File: config.mk
export PLATFORM = sky130hd
export DESIGN_NAME = ps2_scan_rx
export DESIGN_NICKNAME = d
export VERILOG_FILES = /design/src/rtl/ps2_pkg.sv /design/src/rtl/ps2_fifo.sv /design/src/rtl/ps2_scan_rx.sv
export SDC_FILE = /design/constraint.sdc
export NUM_CORES = 1
export LEC_CHECK = 0
export CORE_ASPECT_RATIO = 1.25
export CORE_MARGIN = 1.5
export CORE_UTILIZATION = 55
export DETAILED_ROUTE_END_ITERATION = 10
export HOLD_SLACK_MARGIN = 0.12
export MAX_ROUTING_LAYER = met4
export PLACE_DENSITY_LB_ADDON = 0.3
export SYNTH_ARGS = -nofsm -noshare
export SYNTH_HDL_FRONTEND = slang
export SYNTH_HIERARCHICAL = 1
export SYNTH_SLANG_ARGS = --single-unit
File: constraint.sdc
create_clock -name CLOCK_50 -period 2.7 [get_ports CLOCK_50]
set_input_delay 0.27 -clock CLOCK_50 [delete_from_list [all_inputs] [get_ports CLOCK_50]]
set_output_delay 0.27 -clock CLOCK_50 [all_outputs]
set_load 0.05 [all_outputs]
File: src/rtl/ps2_pkg.sv
// Shared types and constants for the PS/2 scan-code receiver.
package ps2_pkg;

    typedef enum logic [1:0] {
        ST_IDLE   = 2'd0,
        ST_DATA   = 2'd1,
        ST_PARITY = 2'd2,
        ST_STOP   = 2'd3
    } ps2_state_e;

    localparam logic [7:0] PREFIX_EXT = 8'hE0;
    localparam logic [7:0] PREFIX_BRK = 8'hF0;

    // out_data layout: {ext, brk, code[7:0]}
    localparam int unsigned CODE_W       = 8;
    localparam int unsigned OUT_W        = 10;
    localparam int unsigned OUT_CODE_LSB = 0;
    localparam int unsigned OUT_BRK_BIT  = 8;
    localparam int unsigned OUT_EXT_BIT  = 9;

endpackage

File: src/rtl/ps2_fifo.sv
// Show-ahead FIFO; a push into a full FIFO is accepted only when a pop happens the same cycle.
module ps2_fifo #(
    parameter int unsigned WIDTH = 10,
    parameter int unsigned DEPTH = 16
) (
    input  logic                     clk,
    input  logic                     rst_n,
    input  logic                     push,
    input  logic [WIDTH-1:0]         push_data,
    input  logic                     pop_ready,
    output logic [WIDTH-1:0]         rd_data,
    output logic                     rd_valid,
    output logic [$clog2(DEPTH):0]   count,
    output logic                     push_ok_c
);

    localparam int unsigned AW = $clog2(DEPTH);
    localparam int unsigned CW = AW + 1;

    logic [WIDTH-1:0] mem_q [DEPTH];
    logic [WIDTH-1:0] mem_d [DEPTH];
    logic [AW-1:0]    wr_ptr_q, wr_ptr_d;
    logic [AW-1:0]    rd_ptr_q, rd_ptr_d;
    logic [CW-1:0]    count_q, count_d;
    logic             valid_q, valid_d;
    logic             pop_c;
    logic             do_push_c;

    always_comb begin
        mem_d     = mem_q;
        wr_ptr_d  = wr_ptr_q;
        rd_ptr_d  = rd_ptr_q;
        pop_c     = valid_q & pop_ready;
        push_ok_c = (count_q != CW'(DEPTH)) || pop_c;
        do_push_c = push & push_ok_c;
        if (do_push_c) begin
            mem_d[wr_ptr_q] = push_data;
            wr_ptr_d        = wr_ptr_q + AW'(1);
        end
        if (pop_c) begin
            rd_ptr_d = rd_ptr_q + AW'(1);
        end
        count_d = count_q + CW'(do_push_c) - CW'(pop_c);
        valid_d = (count_d != '0);
    end

    always_ff @(posedge clk or negedge rst_n) begin
        if (!rst_n) begin
            for (int i = 0; i < int'(DEPTH); i++) begin
                mem_q[i] <= '0;
            end
            wr_ptr_q <= '0;
            rd_ptr_q <= '0;
            count_q  <= '0;
            valid_q  <= 1'b0;
        end else begin
            mem_q    <= mem_d;
            wr_ptr_q <= wr_ptr_d;
            rd_ptr_q <= rd_ptr_d;
            count_q  <= count_d;
            valid_q  <= valid_d;
        end
    end

    assign rd_data  = mem_q[rd_ptr_q];
    assign rd_valid = valid_q;
    assign count    = count_q;

endmodule

File: src/rtl/ps2_scan_rx.sv
// PS/2 keyboard receiver: synchronise and filter the bus, deframe bytes, decode E0/F0 prefixes, queue events.
module ps2_scan_rx
    import ps2_pkg::*;
#(
    parameter int unsigned CLK_HZ     = 50_000_000,
    parameter int unsigned FILTER_LEN = 8,
    parameter int unsigned TIMEOUT_US = 2000,
    parameter int unsigned FIFO_DEPTH = 16,
    parameter int unsigned RAW_MODE   = 0
) (
    input  logic                          CLOCK_50,
    input  logic                          RESET_N,
    input  logic                          PS2_CLK,
    input  logic                          PS2_DAT,
    output logic [9:0]                    out_data,
    output logic                          out_valid,
    input  logic                          out_ready,
    output logic [$clog2(FIFO_DEPTH):0]   fifo_count,
    output logic                          parity_err,
    output logic                          frame_err,
    output logic                          overflow,
    input  logic                          clear_ovf
);

    localparam int unsigned FW     = $clog2(FILTER_LEN + 1);
    localparam int unsigned TO_CYC = CLK_HZ / 1_000_000 * TIMEOUT_US;
    localparam int unsigned TW     = $clog2(TO_CYC + 1);

    logic clk_s1_q, clk_s1_d, clk_s2_q, clk_s2_d;
    logic dat_s1_q, dat_s1_d, dat_s2_q, dat_s2_d;
    logic filt_q, filt_d, filt_prev_q, filt_prev_d;
    logic [FW-1:0] flt_cnt_q, flt_cnt_d;
    logic fall_c;

    ps2_state_e  state_q, state_d;
    logic [2:0]  bit_cnt_q, bit_cnt_d;
    logic [7:0]  shift_q, shift_d;
    logic        par_ok_q, par_ok_d;
    logic [TW-1:0] timer_q, timer_d;
    logic        push_q, push_d;
    logic [OUT_W-1:0] push_word_q, push_word_d;
    logic        perr_q, perr_d, ferr_q, ferr_d;
    logic        ext_q, ext_d, brk_q, brk_d;
    logic        ovf_q, ovf_d;
    logic        push_ok_c;

    // Synchronisers and glitch filter: the level flips only after FILTER_LEN differing samples in a row
    always_comb begin
        clk_s1_d    = PS2_CLK;
        clk_s2_d    = clk_s1_q;
        dat_s1_d    = PS2_DAT;
        dat_s2_d    = dat_s1_q;
        filt_d      = filt_q;
        filt_prev_d = filt_q;
        flt_cnt_d   = '0;
        if (clk_s2_q != filt_q) begin
            if (flt_cnt_q == FW'(FILTER_LEN - 1)) begin
                filt_d = clk_s2_q;
            end else begin
                flt_cnt_d = flt_cnt_q + FW'(1);
            end
        end
    end

    assign fall_c = filt_prev_q & ~filt_q;

    always_comb begin
        state_d     = state_q;
        bit_cnt_d   = bit_cnt_q;
        shift_d     = shift_q;
        par_ok_d    = par_ok_q;
        timer_d     = '0;
        push_d      = 1'b0;
        push_word_d = push_word_q;
        perr_d      = 1'b0;
        ferr_d      = 1'b0;
        ext_d       = ext_q;
        brk_d       = brk_q;

        if (state_q != ST_IDLE && !fall_c) begin
            timer_d = timer_q + TW'(1);
        end

        case (state_q)
            ST_IDLE: begin
                if (fall_c && !dat_s2_q) begin
                    state_d   = ST_DATA;
                    bit_cnt_d = '0;
                end
            end
            ST_DATA: begin
                if (fall_c) begin
                    shift_d   = {dat_s2_q, shift_q[7:1]};
                    bit_cnt_d = bit_cnt_q + 3'd1;
                    if (bit_cnt_q == 3'd7) begin
                        state_d = ST_PARITY;
                    end
                end
            end
            ST_PARITY: begin
                if (fall_c) begin
                    par_ok_d = ^{shift_q, dat_s2_q};
                    state_d  = ST_STOP;
                end
            end
            ST_STOP: begin
                if (fall_c) begin
                    state_d = ST_IDLE;
                    ferr_d  = ~dat_s2_q;
                    perr_d  = ~par_ok_q;
                    if (!dat_s2_q || !par_ok_q) begin
                        ext_d = 1'b0;
                        brk_d = 1'b0;
                    end else if (RAW_MODE != 0) begin
                        push_d      = 1'b1;
                        push_word_d = OUT_W'(shift_q);
                    end else if (shift_q == PREFIX_EXT) begin
                        ext_d = 1'b1;
                    end else if (shift_q == PREFIX_BRK) begin
                        brk_d = 1'b1;
                    end else begin
                        push_d                                = 1'b1;
                        push_word_d                           = '0;
                        push_word_d[OUT_EXT_BIT]              = ext_q;
                        push_word_d[OUT_BRK_BIT]              = brk_q;
                        push_word_d[OUT_CODE_LSB +: CODE_W]   = shift_q;
                        ext_d                                 = 1'b0;
                        brk_d                                 = 1'b0;
                    end
                end
            end
            default: state_d = ST_IDLE;
        endcase

        // A stalled frame is abandoned and reported as a framing error
        if (state_q != ST_IDLE && !fall_c && timer_q == TW'(TO_CYC - 1)) begin
            state_d = ST_IDLE;
            timer_d = '0;
            ferr_d  = 1'b1;
            ext_d   = 1'b0;
            brk_d   = 1'b0;
        end
    end

    always_comb begin
        ovf_d = ovf_q;
        if (clear_ovf) begin
            ovf_d = 1'b0;
        end
        if (push_q && !push_ok_c) begin
            ovf_d = 1'b1;
        end
    end

    always_ff @(posedge CLOCK_50 or negedge RESET_N) begin
        if (!RESET_N) begin
            clk_s1_q    <= 1'b1;
            clk_s2_q    <= 1'b1;
            dat_s1_q    <= 1'b1;
            dat_s2_q    <= 1'b1;
            filt_q      <= 1'b1;
            filt_prev_q <= 1'b1;
            flt_cnt_q   <= '0;
        end else begin
            clk_s1_q    <= clk_s1_d;
            clk_s2_q    <= clk_s2_d;
            dat_s1_q    <= dat_s1_d;
            dat_s2_q    <= dat_s2_d;
            filt_q      <= filt_d;
            filt_prev_q <= filt_prev_d;
            flt_cnt_q   <= flt_cnt_d;
        end
    end

    always_ff @(posedge CLOCK_50 or negedge RESET_N) begin
        if (!RESET_N) begin
            state_q <= ST_IDLE;
        end else begin
            state_q <= state_d;
        end
    end

    always_ff @(posedge CLOCK_50 or negedge RESET_N) begin
        if (!RESET_N) begin
            bit_cnt_q   <= '0;
            shift_q     <= '0;
            par_ok_q    <= 1'b0;
            timer_q     <= '0;
            push_q      <= 1'b0;
            push_word_q <= '0;
            perr_q      <= 1'b0;
            ferr_q      <= 1'b0;
            ext_q       <= 1'b0;
            brk_q       <= 1'b0;
            ovf_q       <= 1'b0;
        end else begin
            bit_cnt_q   <= bit_cnt_d;
            shift_q     <= shift_d;
            par_ok_q    <= par_ok_d;
            timer_q     <= timer_d;
            push_q      <= push_d;
            push_word_q <= push_word_d;
            perr_q      <= perr_d;
            ferr_q      <= ferr_d;
            ext_q       <= ext_d;
            brk_q       <= brk_d;
            ovf_q       <= ovf_d;
        end
    end

    ps2_fifo #(
        .WIDTH (OUT_W),
        .DEPTH (FIFO_DEPTH)
    ) u_fifo (
        .clk       (CLOCK_50),
        .rst_n     (RESET_N),
        .push      (push_q),
        .push_data (push_word_q),
        .pop_ready (out_ready),
        .rd_data   (out_data),
        .rd_valid  (out_valid),
        .count     (fifo_count),
        .push_ok_c (push_ok_c)
    );

    assign parity_err = perr_q;
    assign frame_err  = ferr_q;
    assign overflow   = ovf_q;

endmodule

==> flow_summary.toml <==
[timing]
relSlewSlack_pct = 47.2
worst_slew_pin_slew_ns = 0.792
finalSetupViolations = 0
fmax_mhz = 384
final.setup.worst_slack_ns = 0.0931
hold_viol = 0
fin_tns_setup_ns = 0
min_period_ns = 2.61
finalMaxSlewViolations = 0
finalCritPeriodShare_pct = 96.6
rsz0062_at_grt = "false"
skew_ns = 0.0133

[global_routing]
antenna_found_initial = 0
grt_first_pass_wirelength_um = 33900
grtUsageTotal_pct = 21.9
grt_pass1_vias = 6510
grt_max_degree = 100
grt-ovfl-total = 0

[power_and_ir_drop]
peakVddDrop_mv = 0.834
leakage_nw = 5.62
power_density_nw_per_um2 = 777

[worst_hold_path]
hold_path.class = "primary input to flip-flop"
min_from = "PS2_CLK"

[synth]
synth_mux_area_share_pct = 27.9
synthAdderAreaFrac_pct = 2.32
yosysSeqAreaShare_pct = 54.7
synth_top_family_by_area = "multiplexers"
synth-edff-count = 0
synth_cell_types = 52
async_reset_ff_share_pct = 100
synth_warnings = 6
synthFlopType = "dfrtp_1"
synth_xor_area_share_pct = 2.94
syn_area_um2 = 10600
synthCells = 712
ys_seq_elements = 231
synth_compound_area_share_pct = 3.36
synth_simple_gate_area_share_pct = 6.90
avgSynthCellArea_um2 = 14.9
syn_nets = 737

[placed_design]
place_congestion = 0.805
dp_slack_ns = 0.152
port_buffers = 24
placed_cell_area_um2 = 11200
hpwl_um = 13400

[final_layout]
fillCellCount = 1334
areaGrowthSynthToFinish_pct = 13.8
fin_area_um2 = 12000
n_antenna_cell = 0
drive_above_1_share_pct = 43.3
final_util_pct = 63.9
multi_input_area_um2 = 4630
seq_area_um2 = 5790
nNetsFinal = 781

[floorplan]
die_y_um = 158
fp.dieW_um = 127
start_util_pct = 56.2
core_area_um2 = 18800
ioPinCount = 25
rows = 56
dieArea_um2 = 20100

[worst_setup_path]
cp-start-kind = "flip-flop"
arrival_ns = 2.34
max_stage_delay_ns = 0.53
worstPathRequired_ns = 2.43
cpMaxStageDelayCell = "mux4_2"
worst-setup-path-type = "flip-flop to output pin"
worstPathCellList = "buf_16 -> mux4_2 -> a22oi_1 -> nand2_1 -> buf_4"
timing.rr.start = "u_fifo/count[3]"
critPathMaxFanout = 22
critPathLaunch = "u_fifo/rd_ptr_q[0]"
cp-end-kind = "output pin"

[clocking]
clock_latency_ns = 0.50
cts_root_buf = "clkbuf_16"
clockBufferDepth = 3
clock-sinks = 231
cts_tree = "yes"
cts_max_level = 1
path_clk_slew_ns = 0.06
post_cts_buffers = 0
numCtsBuffers = 23

[routing]
num_vias = 5923
via_per_inst = 5.91
routedWlPerCell_um = 20.2
drt_pass1_iterations = 4
post-route-drc-count = 0
dr.first_iter.drc_count = 289
antenna_left = 0
routed_wl_um = 20300

[run]
drv_cap = 0

[outcome]
status = "finished, final reports clean"
==> registers in the layout, indices dropped and copies added, names as in the netlist, 3 cells and up <==
signal           flops
u_fifo/mem_q       160
timer_q             17
push_word_q         10
shift_q              8
u_fifo/count         5
flt_cnt_q            4
u_fifo/rd_ptr_q      4
u_fifo/wr_ptr_q      4
bit_cnt_q            3
==> kinds of logic after synthesis <==
| logic type | Yosys count |
|---|---|
| flops | 231 |
| mux | 222 |
| simple gates | 118 |
| buf+inv | 46 |
| compound gates | 42 |
| xor+xnor | 34 |
| fa+ha+maj | 19 |
==> cells in the mapped netlist (3+ instances only) <==
library cell  instances  share of area [%]
a21oi_1               3               0.14
a22oi_1              20                1.4
buf_2                 7               0.33
clkbuf_1             19               0.67
dfrtp_1             225                 53
dfstp_2               6                1.5
ha_1                 18                2.1
inv_1                14               0.50
mux2_2              180                 19
mux4_2               40                8.5
nand2_1              20               0.71
nand2b_1              4               0.24
nand3_1               6               0.28
nand4_1               7               0.41
nor2_1               30                1.1
nor2_2                4               0.24
nor2_4                8               0.85
nor2b_1               4               0.24
nor3_1                8               0.38
nor3_4                4               0.61
nor4_1                8               0.47
o211ai_4              4               0.80
o21ai_0               3               0.14
or3_1                 3               0.18
xnor2_1              24                2.0
xor2_1                9               0.74
==> layout make-up <==
class | count | share of cell area [%]
timing repair buffer | 51 | 4.26
clock buffer | 32 | 5.39
multi-input combinational | 435 | 38.4
inverter | 14 | 0.436
clock inverter | 8 | 1.04
sequential | 231 | 48.1
tap | 232 | 2.41
==> worst paths after layout <==
| path | end | slack, ns | cells after the start |
|---|---|---|---|
| setup / recovery | out_data[0] | 0.09 | 5 |
| hold / removal | clk_s1_q | 0.19 | 1 |
| setup reg to reg | u_fifo/rd_valid | 0.24 | 10 |
| hold reg to reg | clk_s2_q | 0.36 | 0 |
| max in group asynchronous | clk_s2_q | 1.52 | 3 |
| min in group asynchronous | u_fifo/mem_q[158] | 0.43 | 2 |
==> placed cells by master (no fill, tap or decap), types with 16 or more instances in the layout <==
cell / instances
buf_4: 30
mux4_2: 40
nand2_1: 20
xnor2_1: 24
mux2_2: 180
clkbuf_16: 24
dfrtp_1: 221
a22oi_1: 19
nor2_1: 30
ha_1: 16
==> what timing repair did <==
item                                    in CTS  in global routing
hold buffers                                 1                  0
resized for setup                            0                  2
endpoints found under the setup margin       0                  6
hold endpoints to repair                    94                  0
==> stage by stage <==
stage               hold WS [ns]  cells  total power, mW
finish                     0.186   1003             9.36
global route               0.178   1003             9.81
CTS                        0.166   1002             9.41
detailed placement         0.348    961             6.13
global placement           0.346    961             6.03
floorplan                -0.0256    712             5.51
==> power breakdown <==
group	internal, mW	leakage [nW]	total (mW)	switching [mW]
Clock	1.97	0.377	3.24	1.27
Sequential	3.69	3.16	3.93	0.237
Combinational	0.923	2.08	2.19	1.27
Total	6.58	5.62	9.36	2.78
==> per-layer routing <==
layer / GRT usage (%) / share of wire [%]
met2: 38.9 / 53
met1: 26.9 / 43
met4: 5.90 / 1.8
met5: - / 0
met3: 2.40 / 2.3
==> critical path: cells and delay by family, from the launching register on <==
kind | cells | cell delay, ns
buffers and inverters | 2 | 0.43
AND/OR/NAND/NOR | 1 | 0.11
flip-flops | 1 | 0.46
multiplexers | 1 | 0.53
AO/OA/AOI/OAI | 1 | 0.27
Note: power is estimated with default switching activity, not from simulation.
